==> src/rtl/axi4_lite_reg_slice_if.sv <==
`default_nettype none
// ============================================================================
// axi4_if : AXI4-Lite bundle with manager / subordinate views
// Revision 1.0
// ============================================================================
interface axi4_if #(
    parameter int ADDR_WIDTH = 32,
    parameter int DATA_WIDTH = 32
);
    logic                      awvalid;
    logic                      awready;
    logic [ADDR_WIDTH-1:0]     awaddr;
    logic [2:0]                awprot;
    logic                      wvalid;
    logic                      wready;
    logic [DATA_WIDTH-1:0]     wdata;
    logic [DATA_WIDTH/8-1:0]   wstrb;
    logic                      bvalid;
    logic                      bready;
    logic [1:0]                bresp;
    logic                      arvalid;
    logic                      arready;
    logic [ADDR_WIDTH-1:0]     araddr;
    logic [2:0]                arprot;
    logic                      rvalid;
    logic                      rready;
    logic [DATA_WIDTH-1:0]     rdata;
    logic [1:0]                rresp;

    modport manager (
        output awvalid, awaddr, awprot, wvalid, wdata, wstrb, bready,
               arvalid, araddr, arprot, rready,
        input  awready, wready, bvalid, bresp, arready, rvalid, rdata, rresp
    );

    modport subordinate (
        input  awvalid, awaddr, awprot, wvalid, wdata, wstrb, bready,
               arvalid, araddr, arprot, rready,
        output awready, wready, bvalid, bresp, arready, rvalid, rdata, rresp
    );
endinterface
`default_nettype wire

==> src/rtl/axi4_lite_reg_slice.sv <==
`default_nettype none
// ============================================================================
// axi4_lite_reg_slice : AXI4-Lite slice, per-channel modes + outstanding limit
// Revision 1.0
// ============================================================================
module axi4_lite_reg_slice_chan #(
    parameter int MODE  = 1,
    parameter int WIDTH = 8
) (
    input  logic             clk,
    input  logic             rst_n,
    input  logic             gate_i,
    input  logic             in_valid_i,
    output logic             in_ready_o,
    input  logic [WIDTH-1:0] in_data_i,
    output logic             out_valid_o,
    input  logic             out_ready_i,
    output logic [WIDTH-1:0] out_data_o
);
    generate
        if (MODE == 0) begin : g_bypass
            logic w_unused;
            // Valid is gated alongside ready so downstream never sees a beat upstream did not send
            assign out_valid_o = in_valid_i & gate_i;
            assign in_ready_o  = out_ready_i & gate_i;
            assign out_data_o  = in_data_i;
            assign w_unused    = clk ^ rst_n;
        end else if (MODE == 2) begin : g_fwd
            logic             out_valid_q;
            logic [WIDTH-1:0] out_data_q;
            logic             free_w;
            logic             in_hs_w;

            assign free_w      = !out_valid_q || out_ready_i;
            assign in_ready_o  = free_w & gate_i;
            assign in_hs_w     = in_valid_i & in_ready_o;
            assign out_valid_o = out_valid_q;
            assign out_data_o  = out_data_q;

            always_ff @(posedge clk or negedge rst_n) begin
                if (!rst_n) begin
                    out_valid_q <= 1'b0;
                end else if (free_w) begin
                    out_valid_q <= in_hs_w;
                end
            end

            always_ff @(posedge clk) begin
                if (in_hs_w) begin
                    out_data_q <= in_data_i;
                end
            end
        end else begin : g_full
            logic             out_valid_q;
            logic             skid_valid_q;
            logic             ready_q;
            logic [WIDTH-1:0] out_data_q;
            logic [WIDTH-1:0] skid_data_q;
            logic             free_w;
            logic             in_hs_w;

            assign free_w      = !out_valid_q || out_ready_i;
            assign in_ready_o  = ready_q & gate_i;
            assign in_hs_w     = in_valid_i & in_ready_o;
            assign out_valid_o = out_valid_q;
            assign out_data_o  = out_data_q;

            // ready_q tracks the next skid state, so it is low in reset and rises one edge later
            always_ff @(posedge clk or negedge rst_n) begin
                if (!rst_n) begin
                    out_valid_q  <= 1'b0;
                    skid_valid_q <= 1'b0;
                    ready_q      <= 1'b0;
                end else if (free_w) begin
                    out_valid_q  <= skid_valid_q | in_hs_w;
                    skid_valid_q <= 1'b0;
                    ready_q      <= 1'b1;
                end else if (in_hs_w) begin
                    skid_valid_q <= 1'b1;
                    ready_q      <= 1'b0;
                end else begin
                    ready_q      <= !skid_valid_q;
                end
            end

            always_ff @(posedge clk) begin
                if (free_w) begin
                    if (skid_valid_q) begin
                        out_data_q <= skid_data_q;
                    end else if (in_hs_w) begin
                        out_data_q <= in_data_i;
                    end
                end else if (in_hs_w) begin
                    skid_data_q <= in_data_i;
                end
            end
        end
    endgenerate
endmodule

module axi4_lite_reg_slice #(
    parameter int ADDR_WIDTH      = 32,
    parameter int DATA_WIDTH      = 32,
    parameter int AW_MODE         = 1,
    parameter int W_MODE          = 1,
    parameter int B_MODE          = 1,
    parameter int AR_MODE         = 1,
    parameter int R_MODE          = 1,
    parameter int MAX_OUTSTANDING = 4
) (
    input  logic                                   clk,
    input  logic                                   rst_n,
    axi4_if.subordinate                            s_axi,
    axi4_if.manager                                m_axi,
    output logic [$clog2(MAX_OUTSTANDING+1)-1:0]   wr_outstanding,
    output logic [$clog2(MAX_OUTSTANDING+1)-1:0]   rd_outstanding
);
    localparam int CNT_W  = $clog2(MAX_OUTSTANDING + 1);
    localparam int AX_W   = ADDR_WIDTH + 3;
    localparam int W_W    = DATA_WIDTH + DATA_WIDTH / 8;
    localparam int R_W    = DATA_WIDTH + 2;
    localparam logic [CNT_W-1:0] CNT_MAX = CNT_W'(MAX_OUTSTANDING);
    localparam logic [CNT_W-1:0] CNT_ONE = CNT_W'(1);

    logic [CNT_W-1:0] wr_cnt_q, wr_cnt_d;
    logic [CNT_W-1:0] rd_cnt_q, rd_cnt_d;
    logic             aw_gate, ar_gate;
    logic             aw_hs, b_hs, ar_hs, r_hs;
    logic [AX_W-1:0]  aw_out, ar_out;
    logic [W_W-1:0]   w_out;
    logic [R_W-1:0]   r_out;

    // Gates use the registered counts, so a same-cycle response unblocks one cycle later
    assign aw_gate = (wr_cnt_q != CNT_MAX);
    assign ar_gate = (rd_cnt_q != CNT_MAX);

    axi4_lite_reg_slice_chan #(.MODE(AW_MODE), .WIDTH(AX_W)) u_aw (
        .clk         (clk),
        .rst_n       (rst_n),
        .gate_i      (aw_gate),
        .in_valid_i  (s_axi.awvalid),
        .in_ready_o  (s_axi.awready),
        .in_data_i   ({s_axi.awprot, s_axi.awaddr}),
        .out_valid_o (m_axi.awvalid),
        .out_ready_i (m_axi.awready),
        .out_data_o  (aw_out)
    );
    assign {m_axi.awprot, m_axi.awaddr} = aw_out;

    axi4_lite_reg_slice_chan #(.MODE(W_MODE), .WIDTH(W_W)) u_w (
        .clk         (clk),
        .rst_n       (rst_n),
        .gate_i      (1'b1),
        .in_valid_i  (s_axi.wvalid),
        .in_ready_o  (s_axi.wready),
        .in_data_i   ({s_axi.wstrb, s_axi.wdata}),
        .out_valid_o (m_axi.wvalid),
        .out_ready_i (m_axi.wready),
        .out_data_o  (w_out)
    );
    assign {m_axi.wstrb, m_axi.wdata} = w_out;

    axi4_lite_reg_slice_chan #(.MODE(B_MODE), .WIDTH(2)) u_b (
        .clk         (clk),
        .rst_n       (rst_n),
        .gate_i      (1'b1),
        .in_valid_i  (m_axi.bvalid),
        .in_ready_o  (m_axi.bready),
        .in_data_i   (m_axi.bresp),
        .out_valid_o (s_axi.bvalid),
        .out_ready_i (s_axi.bready),
        .out_data_o  (s_axi.bresp)
    );

    axi4_lite_reg_slice_chan #(.MODE(AR_MODE), .WIDTH(AX_W)) u_ar (
        .clk         (clk),
        .rst_n       (rst_n),
        .gate_i      (ar_gate),
        .in_valid_i  (s_axi.arvalid),
        .in_ready_o  (s_axi.arready),
        .in_data_i   ({s_axi.arprot, s_axi.araddr}),
        .out_valid_o (m_axi.arvalid),
        .out_ready_i (m_axi.arready),
        .out_data_o  (ar_out)
    );
    assign {m_axi.arprot, m_axi.araddr} = ar_out;

    axi4_lite_reg_slice_chan #(.MODE(R_MODE), .WIDTH(R_W)) u_r (
        .clk         (clk),
        .rst_n       (rst_n),
        .gate_i      (1'b1),
        .in_valid_i  (m_axi.rvalid),
        .in_ready_o  (m_axi.rready),
        .in_data_i   ({m_axi.rresp, m_axi.rdata}),
        .out_valid_o (s_axi.rvalid),
        .out_ready_i (s_axi.rready),
        .out_data_o  (r_out)
    );
    assign {s_axi.rresp, s_axi.rdata} = r_out;

    assign aw_hs = s_axi.awvalid & s_axi.awready;
    assign b_hs  = s_axi.bvalid  & s_axi.bready;
    assign ar_hs = s_axi.arvalid & s_axi.arready;
    assign r_hs  = s_axi.rvalid  & s_axi.rready;

    always_comb begin
        wr_cnt_d = wr_cnt_q;
        rd_cnt_d = rd_cnt_q;
        if (aw_hs && !b_hs) begin
            wr_cnt_d = wr_cnt_q + CNT_ONE;
        end else if (!aw_hs && b_hs && wr_cnt_q != '0) begin
            wr_cnt_d = wr_cnt_q - CNT_ONE;
        end
        if (ar_hs && !r_hs) begin
            rd_cnt_d = rd_cnt_q + CNT_ONE;
        end else if (!ar_hs && r_hs && rd_cnt_q != '0) begin
            rd_cnt_d = rd_cnt_q - CNT_ONE;
        end
    end

    always_ff @(posedge clk or negedge rst_n) begin
        if (!rst_n) begin
            wr_cnt_q <= '0;
            rd_cnt_q <= '0;
        end else begin
            wr_cnt_q <= wr_cnt_d;
            rd_cnt_q <= rd_cnt_d;
        end
    end

    assign wr_outstanding = wr_cnt_q;
    assign rd_outstanding = rd_cnt_q;

`ifndef SYNTHESIS
    // A response with nothing in flight is a manager/subordinate protocol error
    assert property (@(posedge clk) disable iff (!rst_n) !(b_hs && wr_cnt_q == '0));
    assert property (@(posedge clk) disable iff (!rst_n) !(r_hs && rd_cnt_q == '0));
`endif
endmodule
`default_nettype wire

==> src/flat_wrapper.sv <==
// flat-port wrapper written by rule: the top's interface ports become plain ports
module axi4_lite_reg_slice_flat 
#(
    parameter int ADDR_WIDTH      = 32,
    parameter int DATA_WIDTH      = 32,
    parameter int AW_MODE         = 1,
    parameter int W_MODE          = 1,
    parameter int B_MODE          = 1,
    parameter int AR_MODE         = 1,
    parameter int R_MODE          = 1,
    parameter int MAX_OUTSTANDING = 4
)
  (clk, rst_n, wr_outstanding, rd_outstanding, s_axi_awvalid, s_axi_awaddr, s_axi_awprot, s_axi_wvalid, s_axi_wdata, s_axi_wstrb, s_axi_bready, s_axi_arvalid, s_axi_araddr, s_axi_arprot, s_axi_rready, s_axi_awready, s_axi_wready, s_axi_bvalid, s_axi_bresp, s_axi_arready, s_axi_rvalid, s_axi_rdata, s_axi_rresp, m_axi_awvalid, m_axi_awaddr, m_axi_awprot, m_axi_wvalid, m_axi_wdata, m_axi_wstrb, m_axi_bready, m_axi_arvalid, m_axi_araddr, m_axi_arprot, m_axi_rready, m_axi_awready, m_axi_wready, m_axi_bvalid, m_axi_bresp, m_axi_arready, m_axi_rvalid, m_axi_rdata, m_axi_rresp);
  axi4_if #(.ADDR_WIDTH(ADDR_WIDTH), .DATA_WIDTH(DATA_WIDTH)) s_axi_i ();
  axi4_if #(.ADDR_WIDTH(ADDR_WIDTH), .DATA_WIDTH(DATA_WIDTH)) m_axi_i ();
  input  logic clk;
  input  logic rst_n;
  output logic [$clog2(MAX_OUTSTANDING+1)-1:0] wr_outstanding;
  output logic [$clog2(MAX_OUTSTANDING+1)-1:0] rd_outstanding;
  input wire logic [$bits(s_axi_i.awvalid)-1:0] s_axi_awvalid;
  input wire logic [$bits(s_axi_i.awaddr)-1:0] s_axi_awaddr;
  input wire logic [$bits(s_axi_i.awprot)-1:0] s_axi_awprot;
  input wire logic [$bits(s_axi_i.wvalid)-1:0] s_axi_wvalid;
  input wire logic [$bits(s_axi_i.wdata)-1:0] s_axi_wdata;
  input wire logic [$bits(s_axi_i.wstrb)-1:0] s_axi_wstrb;
  input wire logic [$bits(s_axi_i.bready)-1:0] s_axi_bready;
  input wire logic [$bits(s_axi_i.arvalid)-1:0] s_axi_arvalid;
  input wire logic [$bits(s_axi_i.araddr)-1:0] s_axi_araddr;
  input wire logic [$bits(s_axi_i.arprot)-1:0] s_axi_arprot;
  input wire logic [$bits(s_axi_i.rready)-1:0] s_axi_rready;
  output wire logic [$bits(s_axi_i.awready)-1:0] s_axi_awready;
  output wire logic [$bits(s_axi_i.wready)-1:0] s_axi_wready;
  output wire logic [$bits(s_axi_i.bvalid)-1:0] s_axi_bvalid;
  output wire logic [$bits(s_axi_i.bresp)-1:0] s_axi_bresp;
  output wire logic [$bits(s_axi_i.arready)-1:0] s_axi_arready;
  output wire logic [$bits(s_axi_i.rvalid)-1:0] s_axi_rvalid;
  output wire logic [$bits(s_axi_i.rdata)-1:0] s_axi_rdata;
  output wire logic [$bits(s_axi_i.rresp)-1:0] s_axi_rresp;
  output wire logic [$bits(m_axi_i.awvalid)-1:0] m_axi_awvalid;
  output wire logic [$bits(m_axi_i.awaddr)-1:0] m_axi_awaddr;
  output wire logic [$bits(m_axi_i.awprot)-1:0] m_axi_awprot;
  output wire logic [$bits(m_axi_i.wvalid)-1:0] m_axi_wvalid;
  output wire logic [$bits(m_axi_i.wdata)-1:0] m_axi_wdata;
  output wire logic [$bits(m_axi_i.wstrb)-1:0] m_axi_wstrb;
  output wire logic [$bits(m_axi_i.bready)-1:0] m_axi_bready;
  output wire logic [$bits(m_axi_i.arvalid)-1:0] m_axi_arvalid;
  output wire logic [$bits(m_axi_i.araddr)-1:0] m_axi_araddr;
  output wire logic [$bits(m_axi_i.arprot)-1:0] m_axi_arprot;
  output wire logic [$bits(m_axi_i.rready)-1:0] m_axi_rready;
  input wire logic [$bits(m_axi_i.awready)-1:0] m_axi_awready;
  input wire logic [$bits(m_axi_i.wready)-1:0] m_axi_wready;
  input wire logic [$bits(m_axi_i.bvalid)-1:0] m_axi_bvalid;
  input wire logic [$bits(m_axi_i.bresp)-1:0] m_axi_bresp;
  input wire logic [$bits(m_axi_i.arready)-1:0] m_axi_arready;
  input wire logic [$bits(m_axi_i.rvalid)-1:0] m_axi_rvalid;
  input wire logic [$bits(m_axi_i.rdata)-1:0] m_axi_rdata;
  input wire logic [$bits(m_axi_i.rresp)-1:0] m_axi_rresp;
  assign s_axi_i.awvalid = s_axi_awvalid;
  assign s_axi_i.awaddr = s_axi_awaddr;
  assign s_axi_i.awprot = s_axi_awprot;
  assign s_axi_i.wvalid = s_axi_wvalid;
  assign s_axi_i.wdata = s_axi_wdata;
  assign s_axi_i.wstrb = s_axi_wstrb;
  assign s_axi_i.bready = s_axi_bready;
  assign s_axi_i.arvalid = s_axi_arvalid;
  assign s_axi_i.araddr = s_axi_araddr;
  assign s_axi_i.arprot = s_axi_arprot;
  assign s_axi_i.rready = s_axi_rready;
  assign s_axi_awready = s_axi_i.awready;
  assign s_axi_wready = s_axi_i.wready;
  assign s_axi_bvalid = s_axi_i.bvalid;
  assign s_axi_bresp = s_axi_i.bresp;
  assign s_axi_arready = s_axi_i.arready;
  assign s_axi_rvalid = s_axi_i.rvalid;
  assign s_axi_rdata = s_axi_i.rdata;
  assign s_axi_rresp = s_axi_i.rresp;
  assign m_axi_awvalid = m_axi_i.awvalid;
  assign m_axi_awaddr = m_axi_i.awaddr;
  assign m_axi_awprot = m_axi_i.awprot;
  assign m_axi_wvalid = m_axi_i.wvalid;
  assign m_axi_wdata = m_axi_i.wdata;
  assign m_axi_wstrb = m_axi_i.wstrb;
  assign m_axi_bready = m_axi_i.bready;
  assign m_axi_arvalid = m_axi_i.arvalid;
  assign m_axi_araddr = m_axi_i.araddr;
  assign m_axi_arprot = m_axi_i.arprot;
  assign m_axi_rready = m_axi_i.rready;
  assign m_axi_i.awready = m_axi_awready;
  assign m_axi_i.wready = m_axi_wready;
  assign m_axi_i.bvalid = m_axi_bvalid;
  assign m_axi_i.bresp = m_axi_bresp;
  assign m_axi_i.arready = m_axi_arready;
  assign m_axi_i.rvalid = m_axi_rvalid;
  assign m_axi_i.rdata = m_axi_rdata;
  assign m_axi_i.rresp = m_axi_rresp;
  axi4_lite_reg_slice #(.ADDR_WIDTH(ADDR_WIDTH), .DATA_WIDTH(DATA_WIDTH), .AW_MODE(AW_MODE), .W_MODE(W_MODE), .B_MODE(B_MODE), .AR_MODE(AR_MODE), .R_MODE(R_MODE), .MAX_OUTSTANDING(MAX_OUTSTANDING)) u_core (.clk(clk), .rst_n(rst_n), .s_axi(s_axi_i), .m_axi(m_axi_i), .wr_outstanding(wr_outstanding), .rd_outstanding(rd_outstanding));
endmodule
==> config.mk <==
export PLATFORM = sky130hd
export DESIGN_NAME = axi4_lite_reg_slice_flat
export DESIGN_NICKNAME = d
export VERILOG_FILES = /design/src/rtl/axi4_lite_reg_slice_if.sv /design/src/rtl/axi4_lite_reg_slice.sv /design/src/flat_wrapper.sv
export SDC_FILE = /design/constraint.sdc
export NUM_CORES = 1
export LEC_CHECK = 0
export BUFFER_PORTS_ARGS = -buffer_cell sky130_fd_sc_hd__buf_2
export CAP_MARGIN = 20
export CELL_PAD_IN_SITES_DETAIL_PLACEMENT = 2
export CELL_PAD_IN_SITES_GLOBAL_PLACEMENT = 2
export CORE_MARGIN = 8
export CORE_UTILIZATION = 34
export DETAILED_ROUTE_END_ITERATION = 10
export HOLD_SLACK_MARGIN = 0.05
export PLACE_DENSITY_LB_ADDON = 0.1
export SLEW_MARGIN = 15
export SYNTH_ARGS = -nofsm -noshare
export SYNTH_HDL_FRONTEND = slang
export SYNTH_SLANG_ARGS = --single-unit
==> constraint.sdc <==
create_clock -name clk -period 2.6 [get_ports clk]
set_input_delay 0.13 -clock clk [delete_from_list [all_inputs] [get_ports clk]]
set_output_delay 0.13 -clock clk [all_outputs]
set_load 0.01 [all_outputs]
# Word level (Yosys, flattened, before mapping)
# Cells that the tools add are included.
# word_totals
regBits,305
inputBits,154
wordCells,135
output_inout_bits,158
# op_classes
reduce_logical,49
n_mux,34
n_addsub,4
n_bitwise,19
eq_ne,2
# ops
operator,count
35-bit 2-to-1 mux,4
36-bit 2-to-1 mux,2
34-bit 2-to-1 mux,2
2-bit nonzero test,12
1-bit 2-to-1 mux,20
2-bit AND reduction,10
1-bit logical NOT,14
3-bit 2-to-1 mux,4
1-bit bitwise AND,9
"3-bit by 1-bit adder with 3-bit output, second input constant",2
1-bit logical AND,6
"3-bit != test, second input constant",2
3-bit nonzero test,2
"3-bit by 1-bit subtractor with 3-bit output, second input constant",2
1-bit logical OR,5
1-bit NOT,5
1-bit bitwise OR,5
2-bit 2-to-1 mux,2

# Depth between registers and ports, before layout
# depth
ltp_word,8
mapped_depth,7
depth_no_buf,7

# Hierarchy
# A second synthesis with hierarchy kept.
# hier_totals
cells_unflattened,559
area_unflattened_um2,12002.8
# by_module_without_submodules
mod,area_per_inst_um2,cells_each,seq_area_each_um2,instances
axi4_lite_reg_slice_chan (u_core.u_ar ...),2805.2,122,2177.1,2
axi4_lite_reg_slice_chan (u_core.u_w),2876.5,125,2237.1,1
axi4_lite_reg_slice_chan (u_core.u_r),2733.9,119,2117.0,1
axi4_lite_reg_slice,504.2,53,150.1,1
axi4_lite_reg_slice_chan (u_core.u_b),277.8,18,195.2,1

# Least setup slack after synthesis
# No wires, ideal clock.
# synth_path
kind,reg-to-reg
start,register u_core.wr_cnt_q[0] (netlist: u_core.wr_outstanding[0])
end,register u_core.u_aw.g_full.out_data_q[0] (netlist: u_core.u_aw.out_data_o[0]) (enable)
setup_slack_ps,-214
synth_period_minus_slack_ps,2814
path_buffers,0
arrival_ps,2387
setup_time_ps,427
stages_incl_launch_ff,5
path_cell_list,dfrtp_1 > nor2_2 > a21oi_1 > nor2_1 > nor2_1
# synth_between
elab_chain_cells,5
# synth_rtl
item,line,source
start: declaration,axi4_lite_reg_slice.sv:125,"logic [CNT_W-1:0] wr_cnt_q, wr_cnt_d;"
start signal: assignment,axi4_lite_reg_slice.sv:226,wr_cnt_q <= wr_cnt_d;
3-bit != test,axi4_lite_reg_slice.sv:134,assign aw_gate = (wr_cnt_q != CNT_MAX);
1-bit bitwise AND,axi4_lite_reg_slice.sv:63,assign in_ready_o = ready_q & gate_i;
1-bit bitwise AND,axi4_lite_reg_slice.sv:64,assign in_hs_w = in_valid_i & in_ready_o;
2-bit nonzero test (no source line),-,
2-bit AND reduction (no source line),-,
end signal: assignment,axi4_lite_reg_slice.sv:89,out_data_q <= skid_data_q;
end signal: assignment,axi4_lite_reg_slice.sv:91,out_data_q <= in_data_i;
end: declaration,axi4_lite_reg_slice.sv:57,logic [WIDTH-1:0] out_data_q;
# No other way between the ends.
# A chain may end at the register's enable or synchronous reset.

# Worst setup path in the final report
# layout_path
start,register u_core.wr_cnt_q[0] (netlist: u_core.wr_outstanding[0])
end,register u_core.wr_cnt_q[2] (netlist: u_core.wr_outstanding[2])
# layout_between
elab_chain_cells,7
word_cells_on_any_way,13
# layout_rtl
item,line,source
3-bit != test,axi4_lite_reg_slice.sv:134,
1-bit bitwise AND,axi4_lite_reg_slice.sv:63,
1-bit bitwise AND,axi4_lite_reg_slice.sv:201,assign aw_hs = s_axi.awvalid & s_axi.awready;
1-bit logical NOT,axi4_lite_reg_slice.sv:211,end else if (!aw_hs && b_hs && wr_cnt_q != '0) begin
1-bit logical AND (2 in a row),axi4_lite_reg_slice.sv:211,
2-bit nonzero test (no source line),-,
# Several ways; a longest one is shown, not always the timed one. The select of a mux whose other input is x is not followed.

==> flow_summary.yaml <==
run_status:
  status: "completed"
place:
  globalplace.congestion: 0.772
  dpl.hpwl_um: 21700
  port_buffers: 311
  dp_slack_ns: 0.349
  place_area_um2: 13500
grt:
  track_usage: 0.166
  overflow: 0
  grt_max_degree: 37
  grt_pass1_wl_um: 50100
  grt_pass1_vias: 8209
  antenna_found_initial: 1
sta:
  slew_headroom: 0.629
  rsz0062_at_grt: "no"
  setup_viol: 0
  setup_tns_ns: 0
  finalCritPeriodShare: 0.853
  worst_pin_slew_ns: 0.556
  skew_ns: 0.0153
  final.setup.worst_slack_ns: 0.382
  final-max-slew-violation-count: 0
  max_freq_mhz: 451
  min_period_ns: 2.22
  finalHoldViolCount: 0
setup_path:
  worstPathArrival_ns: 2.57
  cpLargestDelayFamily: "simple AND/OR/NAND/NOR gates"
  path_buf_inv: 0
  crit_cells: 7
  cp-start-kind: "flop"
  crit_chain: "nor2_2 > a21oi_1 > nand2_1 > fa_1 > and3_2 > nor3_2 > a211oi_2"
  slowest_delay_ns: 0.51
  crit_fanout: 8
  worstPathRequired_ns: 2.95
  end_kind: "flop"
  reg2reg_depth: 7
  crit_type: "reg2reg"
  crit_path_top_delay_cell: "dfrtp_1"
synthesis:
  syn_avg_cell_area_um2: 20.5
  synth-seq-cells: 305
  synth_warnings: 0
  syn_nets: 711
  ys_seq_area_frac: 0.798
  synthesis.area_um2: 11400
  syn_inst: 555
  synth_cell_type_count: 33
clocking:
  hold_buffers: 154
  numCtsBuffers: 36
  cts_sinks: 305
  post_cts_resized: 0
  tritoncts: "yes"
  insertion_delay_ns: 0.50
  path_clk_slew_ns: 0.06
  post-cts-setup-buffers: 0
  root_buffer: "clkbuf_16"
  clk_path_buf_depth: 3
  cts_max_level: 2
die:
  rows: 67
  pin_count: 312
  initial_core_util: 0.342
  die-area_um2: 39500
  die_w_um: 199
  die_h_um: 199
  coreArea_um2: 33200
layout:
  area_delta_synth_final_pct: 42.1
  layout.nets: 1213
  drive_gt1_frac: 0.489
  finalInstanceArea_um2: 16100
power_and_ir_drop:
  total_leakage_power_nw: 6.13
  worst_ir_drop_vdd_mv: 0.495
  power_density_nw_per_um2: 872
run:
  cap_violations: 0
route:
  avgRoutedWirePerCell_um: 22.0
  wl_um: 33600
  first_pass_iters: 5
  route.detailed.drc: 0
  ant_nets: 0
  vias: 7000
  viasPerCell: 4.57
  drtIter0Drc: 173
worst_hold_path:
  min_path_type: "in2reg"
  hold_depth: 5
==> area by class of cell <==
class / count / area, um2
antenna: 2 / 5.00
multi-input combinational: 229 / 2210
inverter: 5 / 18.8
clock inverter: 8 / 58.8
timing repair buffer: 480 / 3220
fill: 3136 / 17100
sequential: 305 / 9050
tap: 448 / 561
clock buffer: 54 / 1000
==> report_power, final <==
group	total (W)	internal, W	switching, W
combinational	0.00275	0.00118	0.00158
sequential	0.00669	0.00634	0.000345
clock	0.00461	0.00274	0.00187
==> registers in the layout, summed over array words and instances, names as in the netlist, 2 cells and up <==
register	cells
u_core.rd_outstanding	3
u_core.u_b.out_data_o	2
u_core.u_w.out_data_o	36
u_core.u_r.out_data_o	34
u_core.u_w.g_full.skid_data_q	36
u_core.u_aw.out_data_o	35
u_core.u_r.g_full.skid_data_q	34
u_core.u_ar.g_full.skid_data_q	35
u_core.u_ar.out_data_o	35
u_core.u_aw.g_full.skid_data_q	35
u_core.wr_outstanding	3
u_core.u_b.g_full.skid_data_q	2
==> cell usage in the layout, fill, tap and decap left out, types with 3 or more instances in the layout <==
| cell type | Yosys | final |
|---|---|---|
| nand2_1 | 15 | 15 |
| o21ai_0 | 5 | 5 |
| nand2b_1 | 3 | 3 |
| buf_4 | 9 | 14 |
| inv_1 | 5 | 5 |
| clkbuf_1 | 0 | 16 |
| mux2_2 | 142 | 142 |
| nand4_1 | 4 | 4 |
| buf_2 | 7 | 311 |
| edfxtp_1 | 284 | 284 |
| dfrtp_1 | 21 | 21 |
| a21oi_1 | 5 | 5 |
| clkbuf_16 | 0 | 37 |
| clkinv_1 | 0 | 5 |
| nor2b_1 | 3 | 3 |
| dlygate4sd3_1 | 0 | 154 |
| nor2_1 | 12 | 8 |
| and3_1 | 3 | 3 |
| nor2_4 | 0 | 4 |
==> synthesized netlist by cell type <==
cell type | count | area [um2]
nor3_2 | 2 | 20.0
edfxtp_1 | 284 | 8530
and3_2 | 2 | 15.0
nand2_4 | 2 | 22.5
nand4_1 | 4 | 25.0
xor2_1 | 2 | 17.5
o2111ai_1 | 2 | 17.5
and2b_2 | 2 | 17.5
and2_1 | 2 | 12.5
or2b_1 | 2 | 15.0
and2_2 | 2 | 15.0
nor2b_1 | 3 | 18.8
a21oi_1 | 5 | 25.0
a21boi_0 | 2 | 15.0
and3_1 | 3 | 18.8
nor2_2 | 2 | 12.5
buf_4 | 9 | 67.6
a31o_1 | 2 | 17.5
nor2_1 | 12 | 45.0
fa_1 | 2 | 40.0
a211oi_2 | 2 | 25.0
nor4_1 | 2 | 12.5
nand2_1 | 15 | 56.3
mux2_2 | 142 | 1600
buf_2 | 7 | 35.0
xnor2_1 | 2 | 17.5
dfrtp_1 | 21 | 526
o21ai_0 | 5 | 25.0
nor3_4 | 2 | 32.5
o211ai_1 | 2 | 15.0
o21ai_1 | 1 | 5.00
inv_1 | 5 | 18.8
nand2b_1 | 3 | 18.8
==> final timing paths <==
check / from / end / slack [ns]
max in group asynchronous: rst_n / u_core.u_b.g_full.skid_valid_q / 2.03
worst min-delay path: s_axi_awvalid / u_core.wr_outstanding[0] / 0.15
min in group asynchronous: rst_n / u_core.u_ar.g_full.ready_q / 0.19
worst max register to register: u_core.wr_outstanding[0] / u_core.wr_outstanding[2] / 0.38
worst min register to register: u_core.u_ar.out_valid_o / u_core.u_ar.out_valid_o / 0.51
worst max-delay path: u_core.wr_outstanding[0] / u_core.wr_outstanding[2] / 0.38
==> logic make-up (layout without fill, tap and decap cells) <==
logic type / after synthesis / count (layout) / synth area share
muxes: 142 / 142 / 0.141
AOI/OAI and AO/OA: 21 / 21 / 0.0128
and+or+nand+nor: 60 / 60 / 0.0315
other: 0 / 2 / 0
adders and majority gates: 2 / 2 / 0.00353
DFF: 305 / 305 / 0.798
xor gates and xnor gates: 4 / 4 / 0.00309
buffers and inverters: 21 / 547 / 0.0107
==> metal layers <==
metal | share of wire | vias to the layer above | wire (um) | track usage
met3 | 0.067 | 48 | 2250 | 0.0453
met2 | 0.53 | 232 | 17700 | 0.304
met4 | 0.023 | 0 | 766 | 0.0469
met1 | 0.38 | 3549 | 12900 | 0.188
met5 | 0 | - | 0 | 0
li1 | - | 3171 | - | -
==> worst min-delay path, stage by stage <==
cell and delay, ns:
buf_2 0.11, nand2_1 0.14, xnor2_1 0.10, nand2_1 0.06, o21ai_1 0.05
==> per-stage QoR <==
stage | std cells | util | hold slack (ns) | power (W)
after floorplan | 555 | - | -0.166 | 0.00812
after global placement | 1312 | 0.407 | 0.145 | 0.00919
after detailed placement | 1312 | 0.407 | 0.165 | 0.00938
after CTS | 1528 | 0.485 | 0.128 | 0.0143
after global routing | 1530 | 0.486 | 0.183 | 0.0147
final | 1531 | 0.486 | 0.146 | 0.0141
Note: power is estimated with default switching activity, not from simulation.
